**src/rtl/btn_pkg.sv**
```systemverilog
// Shared types and defaults for the button debounce stage.
package btn_pkg;

  typedef enum logic {
    STABLE  = 1'b0,
    PENDING = 1'b1
  } chan_state_t;

  localparam int DEF_STABLE_SAMPLES = 3;
  localparam int DEF_REPEAT_TICKS   = 8;
  localparam int REPEAT_CNT_W       = 8;

endpackage

```
**src/rtl/btn_debounce_channel.sv**
```systemverilog
// One button: two-flop synchroniser, tick-counted debounce FSM, press/release pulses.
// Auto-repeat press pulses are built only when BTN_AUTOREPEAT_EN is defined.
module btn_debounce_channel
  import btn_pkg::*;
#(
  parameter int STABLE_SAMPLES = DEF_STABLE_SAMPLES,
  parameter int REPEAT_TICKS   = DEF_REPEAT_TICKS
) (
  input  logic clk,
  input  logic rst,
  input  logic tick,
  input  logic btn_raw,
  output logic btn_level,
  output logic btn_press,
  output logic btn_release
);

  localparam int CNT_W = $clog2(STABLE_SAMPLES + 1);

  logic              s1, s2;
  logic              mismatch;
  logic              rep_fire;
  chan_state_t       state;
  logic [CNT_W-1:0]  cnt;

  always_ff @(posedge clk or posedge rst) begin
    if (rst) begin
      s1 <= 1'b0;
      s2 <= 1'b0;
    end else begin
      s1 <= btn_raw;
      s2 <= s1;
    end
  end

  assign mismatch = s2 ^ btn_level;

`ifdef BTN_AUTOREPEAT_EN
  logic [REPEAT_CNT_W-1:0] rep_cnt;
  logic                    rep_step;

  // Counts only on agreeing ticks while held and settled; a pending change freezes it.
  assign rep_step = tick && btn_level && (state == STABLE) && !mismatch;
  assign rep_fire = rep_step && (rep_cnt == REPEAT_CNT_W'(REPEAT_TICKS - 1));

  always_ff @(posedge clk or posedge rst) begin
    if (rst)
      rep_cnt <= '0;
    else if (!btn_level)
      rep_cnt <= '0;
    else if (rep_fire)
      rep_cnt <= '0;
    else if (rep_step)
      rep_cnt <= rep_cnt + 1'b1;
  end
`else
  assign rep_fire = 1'b0;
`endif

  always_ff @(posedge clk or posedge rst) begin
    if (rst) begin
      state       <= STABLE;
      cnt         <= '0;
      btn_level   <= 1'b0;
      btn_press   <= 1'b0;
      btn_release <= 1'b0;
    end else begin
      btn_press   <= rep_fire;
      btn_release <= 1'b0;
      if (tick) begin
        case (state)
          STABLE: begin
            if (mismatch) begin
              if (STABLE_SAMPLES == 1) begin
                btn_level   <= ~btn_level;
                btn_press   <= ~btn_level;
                btn_release <= btn_level;
              end else begin
                state <= PENDING;
                cnt   <= CNT_W'(1);
              end
            end
          end
          PENDING: begin
            if (!mismatch) begin
              state <= STABLE;
              cnt   <= '0;
            end else if (cnt == CNT_W'(STABLE_SAMPLES - 1)) begin
              btn_level   <= ~btn_level;
              btn_press   <= ~btn_level;
              btn_release <= btn_level;
              state       <= STABLE;
              cnt         <= '0;
            end else begin
              cnt <= cnt + 1'b1;
            end
          end
          default: begin
            state <= STABLE;
            cnt   <= '0;
          end
        endcase
      end
    end
  end

endmodule

```
**src/rtl/button_debouncer.sv**
```systemverilog
// Multi-button debouncer: derives a sampling tick from debounce_clk and fans it to each channel.
// Optional auto-repeat is enabled by defining BTN_AUTOREPEAT_EN.
module button_debouncer
  import btn_pkg::*;
#(
  parameter int NUM_BTN        = 4,
  parameter int STABLE_SAMPLES = DEF_STABLE_SAMPLES,
  parameter int REPEAT_TICKS   = DEF_REPEAT_TICKS
) (
  input  logic               clk,
  input  logic               rst,
  input  logic               debounce_clk,
  input  logic [NUM_BTN-1:0] btn_raw,
  output logic [NUM_BTN-1:0] btn_level,
  output logic [NUM_BTN-1:0] btn_press,
  output logic [NUM_BTN-1:0] btn_release
);

  logic dclk_q;
  logic tick;

  // Reset high so a debounce_clk already high at reset release is not seen as an edge.
  always_ff @(posedge clk or posedge rst) begin
    if (rst)
      dclk_q <= 1'b1;
    else
      dclk_q <= debounce_clk;
  end

  assign tick = debounce_clk & ~dclk_q;

  for (genvar i = 0; i < NUM_BTN; i++) begin : g_chan
    btn_debounce_channel #(
      .STABLE_SAMPLES (STABLE_SAMPLES),
      .REPEAT_TICKS   (REPEAT_TICKS)
    ) u_chan (
      .clk         (clk),
      .rst         (rst),
      .tick        (tick),
      .btn_raw     (btn_raw[i]),
      .btn_level   (btn_level[i]),
      .btn_press   (btn_press[i]),
      .btn_release (btn_release[i])
    );
  end

endmodule

```
**config.mk**
```make
export PLATFORM = sky130hd
export DESIGN_NAME = button_debouncer
export DESIGN_NICKNAME = d
export VERILOG_FILES = /design/src/rtl/btn_pkg.sv /design/src/rtl/btn_debounce_channel.sv /design/src/rtl/button_debouncer.sv
export SDC_FILE = /design/constraint.sdc
export NUM_CORES = 1
export LEC_CHECK = 0
export CORE_MARGIN = 5
export CORE_UTILIZATION = 65
export CTS_BUF_LIST = sky130_fd_sc_hd__clkbuf_8
export CTS_CLUSTER_SIZE = 30
export DETAILED_ROUTE_END_ITERATION = 10
export DONT_BUFFER_PORTS = 1
export PLACE_DENSITY = 0.78
export SLEW_MARGIN = 20
export SYNTH_ARGS = -nofsm -noshare
export SYNTH_HDL_FRONTEND = slang
export SYNTH_SLANG_ARGS = --single-unit
```
**constraint.sdc**
```tcl
create_clock -name clk -period 1.8 [get_ports clk]
set_input_delay 0.27 -clock clk [delete_from_list [all_inputs] [get_ports clk]]
set_output_delay 0.27 -clock clk [all_outputs]
set_load 0.03 [all_outputs]
```
# Word-level counts from Yosys, hierarchy flattened
# Index checks and enable logic that the tools add are counted.
# word_totals
reg_bits	33
in_bits	7
output_inout_bits	12
wordCells	127
# op_classes
n_addsub	4
n_eq_ne	8
n_mux	64
n_bitwise	14
reduce_logical	8
# ops
op	n
two-way mux 1 bit	44
two-way mux 2 bit	12
one-hot mux 2 bit (2 select lines)	4
AND reduction 4 bit	4
inverter 1 bit	9
adder 2 x 1 -> 2 bit (second input constant)	4
== test 2 bit (second input constant)	4
!= test 2 x 1 -> 1 bit (second input constant)	4
one-hot mux 1 bit (2 select lines)	4
AND reduction 2 bit	4
XOR 1 bit	4
bitwise AND 1 bit	1

# Logic depth before layout (Yosys ltp)
# depth
depth_word	5
depth_mapped	4
ltp_nobuf	3

# Hierarchy
# Synthesis repeated with hierarchy kept, for this count alone.
# unflattened
cells_unflattened	99
area_unflattened_um2	1315.0
# modules_own_cells
mod	n_inst	cells_each	area_per_inst_um2	seq_area_each_um2
btn_debounce_channel	4	24	317.8	200.2
button_debouncer	1	3	43.8	26.3

# Worst setup path before layout
# No wires, ideal clock.
# synth_path
path_kind	reg-to-reg
startpoint	reg dclk_q
endpoint	reg g_chan[0].u_chan.btn_level
setup_ps	125
arrival_ps	1080
required_ps	1675
path_slack_ps	595
stages_incl_launch_ff	5
path_buffers	1
period_less_slack_ps	1205
path_cell_list	dfstp_2 > nor2b_4 > buf_6 > nand2_2 > mux2_2
# synth_between
elab_chain_len	3
# synth_rtl
item	line_no	source
from (decl)	button_debouncer.sv:19	logic dclk_q;
from (signal assigned)	button_debouncer.sv:27	dclk_q <= debounce_clk;
inverter 1 bit	button_debouncer.sv:30	assign tick = debounce_clk & ~dclk_q;
bitwise AND 1 bit	button_debouncer.sv:30	
AND reduction 4 bit (no line)	--	
to (signal assigned)	btn_debounce_channel.sv:75	btn_level <= ~btn_level;
to (signal assigned)	btn_debounce_channel.sv:89	btn_level <= ~btn_level;
to (decl)	btn_debounce_channel.sv:13	output logic btn_level,
# Every way passes these cells.
# A chain may end at the register's enable or synchronous reset.

# Final worst setup path
# layout_path
startpoint	reg g_chan[3].u_chan.btn_level
endpoint	reg g_chan[3].u_chan.cnt[1]
# layout_between
elab_chain_len	3
word_cells_on_any_way	5
classes_between	1 x eq/ne; 2 x mux; 1 x bitwise; 1 x reduce/logical
# layout_rtl
item	line_no	source
from (decl)	btn_debounce_channel.sv:13	
from (signal assigned)	btn_debounce_channel.sv:75	
from (signal assigned)	btn_debounce_channel.sv:89	
XOR 1 bit *	btn_debounce_channel.sv:36	assign mismatch = s2 ^ btn_level;
two-way mux 2 bit or != test 2 x 1 -> 1 bit (tied branches)	--	
one-hot mux 2 bit (2 select lines) or AND reduction 2 bit (tied branches)	--	
to (signal assigned)	btn_debounce_channel.sv:95	cnt <= cnt + 1'b1;
to (decl)	btn_debounce_channel.sv:24	logic [CNT_W-1:0] cnt;
# Every way passes the cells marked *; elsewhere a longest branch is shown, timed or not.

==> flow_metrics.py <==
metrics = {
    "grt": {
        "grt_usage_pct": 15.5,
        "grtUsageMet3_pct": 6.21,
        "grt.busiest_layer": "met2",
        "met2_usage_pct": 26.2,
        "grt_pass1_vias": 819,
        "grt_max_degree": 29,
        "grt_overflow_total": 0,
        "antenna_found_initial": 0,
        "met1_usage_pct": 16.0,
        "grt_pass1_wl_um": 3710,
    },
    "timing": {
        "setup_violations": 0,
        "worst_slack_ns": 0.435,
        "clock.fmax_mhz": 733,
        "grt_setup_unrepaired": "no",
        "final_hold_viol_count": 0,
        "setup-tns-final_ns": 0,
        "maxSlewHeadroom_pct": 69.3,
        "fin_skew_ns": 0.00488,
        "tightest_slew_ns": 0.459,
        "fin_crit_ns": 1.36,
        "worst_hold_slack_ns": 0.332,
        "slew_violations": 0,
        "finalCritPeriodShare_pct": 75.8,
    },
    "clock_network": {
        "cts_tree": "done",
        "cts_resized": 0,
        "postCtsSetupBuffers": 0,
        "cts_root_buf": "clkbuf_8",
        "htreeDepth": 2,
        "clock_latency_ns": 0.28,
        "clock_sinks": 33,
        "path_clk_slew_ns": 0.06,
        "cts_inserted_buffers": 5,
        "cts.path.max_buffers": 2,
    },
    "job": {
        "drv_cap": 0,
    },
    "worst_setup_path": {
        "crit_type": "reg -> reg",
        "worstPathMaxFanout": 5,
        "startpoint_type": "flop",
        "reg2reg_to": "g_chan[3].u_chan.cnt[1]",
        "critical_path_arrival_ns": 1.53,
        "crit_family": "flip-flops",
        "slowest_delay_ns": 0.57,
        "end_kind": "flop",
        "worstPathRequired_ns": 1.97,
        "cp_cell_sequence": "xor2_1 -> o21ai_0 -> a22o_1",
        "timing.rr.start": "g_chan[3].u_chan.btn_level",
        "r2r_setup_slack_ns": 0.44,
        "rr_worst_depth": 3,
        "crit_buf_inv": 0,
        "cp_slowest_cell": "dfrtp_1",
    },
    "power": {
        "combPwrFrac_pct": 17.2,
        "sw_frac_of_total_pct": 30.6,
        "internal-power_mw": 1.34,
        "pwr-share-seq_pct": 57.3,
        "p_clk_share_pct": 25.5,
        "ir_worst_vdd_mv": 0.859,
        "switchingPower_mw": 0.593,
        "power_density_mw_per_mm2": 1290,
        "leakagePower_nw": 0.719,
    },
    "yosys": {
        "syn_nets": 117,
        "avgSynthCellArea_um2": 12.9,
        "seq_area_frac_synth_pct": 58.2,
        "syn_area_mm2": 0.00142,
        "yosys_warnings": 0,
        "synth_cell_types": 27,
        "ys_seq_elements": 33,
        "syn_inst": 110,
    },
    "floorplanning": {
        "io_pins": 19,
        "die_area_mm2": 0.00322,
        "core_mm2": 0.00215,
        "initial_core_util_pct": 66.2,
        "dieHeight_um": 56.8,
        "dieWidth_um": 56.8,
        "num_rows": 17,
    },
    "layout": {
        "final_util_pct": 69.7,
        "final_cell_mix": "dfrtp_1, nor3b_1, nand2_1, dlygate4sd3_1, clkbuf_8",
        "area_delta_synth_final_pct": 5.37,
        "antenna_cells": 0,
        "fin_nets": 117,
        "design_area_mm2": 0.00150,
        "drive_gt1_share_pct": 16.2,
        "final_common_cell": "dfrtp_1",
    },
    "route": {
        "antenna_left": 0,
        "routed-via-count": 768,
        "drt_iter0_drc": 8,
        "routed_wl_um": 2040,
        "viasPerCell": 5.53,
        "drc_errors": 0,
        "drtPass1Iterations": 4,
        "drt-wirelength-per-cell_um": 14.6,
    },
    "place": {
        "place_congestion": 0.643,
        "hpwl_um": 1420,
        "place_area_mm2": 0.00136,
        "portBuffers": 0,
        "dpl_worst_slack_ns": 0.432,
    },
    "min_path": {
        "hold_class": "in -> async",
    },
    "status": {
        "status": "finished clean",
    },
}
==> synth_stat cells (all sizes together) <==
cell type / number / area share (%)
inv: 1 / 0.26
and4b: 2 / 1.4
nand2: 8 / 2.5
a21o: 2 / 1.1
dfrtp: 32 / 56
or2b: 1 / 0.53
buf: 14 / 7.5
nand3b: 2 / 1.1
dfstp: 1 / 1.8
mux2: 6 / 5.3
and2: 4 / 1.8
a22o: 4 / 2.5
and2b: 2 / 1.1
a21oi: 4 / 1.4
xor2: 4 / 2.5
nor3b: 8 / 4.2
nor2: 2 / 0.53
o21ai: 4 / 1.4
o21a: 2 / 1.1
and3b: 2 / 1.2
nor2b: 1 / 0.97
nand3: 2 / 2.5
a2bb2oi: 2 / 1.2
==> power groups by stage <==
| stage | logic (mW) | clock network [mW] | registers, mW |
|---|---|---|---|
| after detailed placement | 0.326 | 0 | 1.12 |
| after global placement | 0.311 | 0 | 1.10 |
| after CTS | 0.332 | 0.515 | 1.11 |
| after global routing | 0.373 | 0.557 | 1.13 |
| after floorplan | 0.392 | 0 | 1.02 |
| final | 0.333 | 0.495 | 1.11 |
==> through the flow <==
stage / power, mW / cells
finish: 1.94 / 139
global placement: 1.41 / 125
detailed placement: 1.45 / 125
CTS: 1.95 / 135
floorplan: 1.41 / 110
global route: 2.06 / 139
==> state kept, by name (all words and copies together), names as in the netlist <==
signal and count:
g_chan.u_chan.cnt 8, g_chan.u_chan.btn_level 4, g_chan.u_chan.btn_press 4, g_chan.u_chan.btn_release 4, g_chan.u_chan.s1 4, g_chan.u_chan.s2 4
g_chan.u_chan.state 4, dclk_q 1
==> repair_timing <==
action                                  in CTS  in global routing
endpoints found under the setup margin       0                  0
endpoints found under the hold margin        6                  4
hold buffers                                 2                  4
==> area by class of cell <==
cell class / count / area [um2]
Clock buffer: 5 / 68.8
Clock inverter: 3 / 11.3
Fill cell: 149 / 651
Inverter: 1 / 3.75
Multi-Input combinational cell: 62 / 484
Sequential cell: 33 / 827
Tap cell: 28 / 35.0
Timing Repair Buffer: 7 / 67.6
==> layer usage <==
metal,vias up,routed length (um)
met1,382,770
met4,0,57
met2,12,1110
li1,368,-
met3,6,98
met5,-,0
==> cells by family (layout without fill, tap and decap cells) <==
kind of cell / Yosys count / after routing / synth area share, %
flip-flops: 33 / 33 / 58.2
XOR/XNOR: 4 / 4 / 2.46
multiplexers: 6 / 6 / 5.28
buffers and inverters: 15 / 16 / 7.75
AO/OA/AOI/OAI: 18 / 18 / 8.63
AND/OR/NAND/NOR: 34 / 34 / 17.7
==> worst max-delay path by stage <==
stage / from / endpoint / cells past startpoint
finish: g_chan[3].u_chan.btn_level / g_chan[3].u_chan.cnt[1] / 3
global route: g_chan[3].u_chan.btn_level / g_chan[3].u_chan.cnt[1] / 3
CTS: g_chan[0].u_chan.btn_level / g_chan[0].u_chan.cnt[1] / 3
detailed placement: g_chan[0].u_chan.btn_level / g_chan[0].u_chan.cnt[1] / 3
global placement: g_chan[3].u_chan.btn_level / g_chan[3].u_chan.cnt[1] / 3
floorplan: dclk_q / g_chan[0].u_chan.btn_level / 4
(Power assumes the default switching activity.)
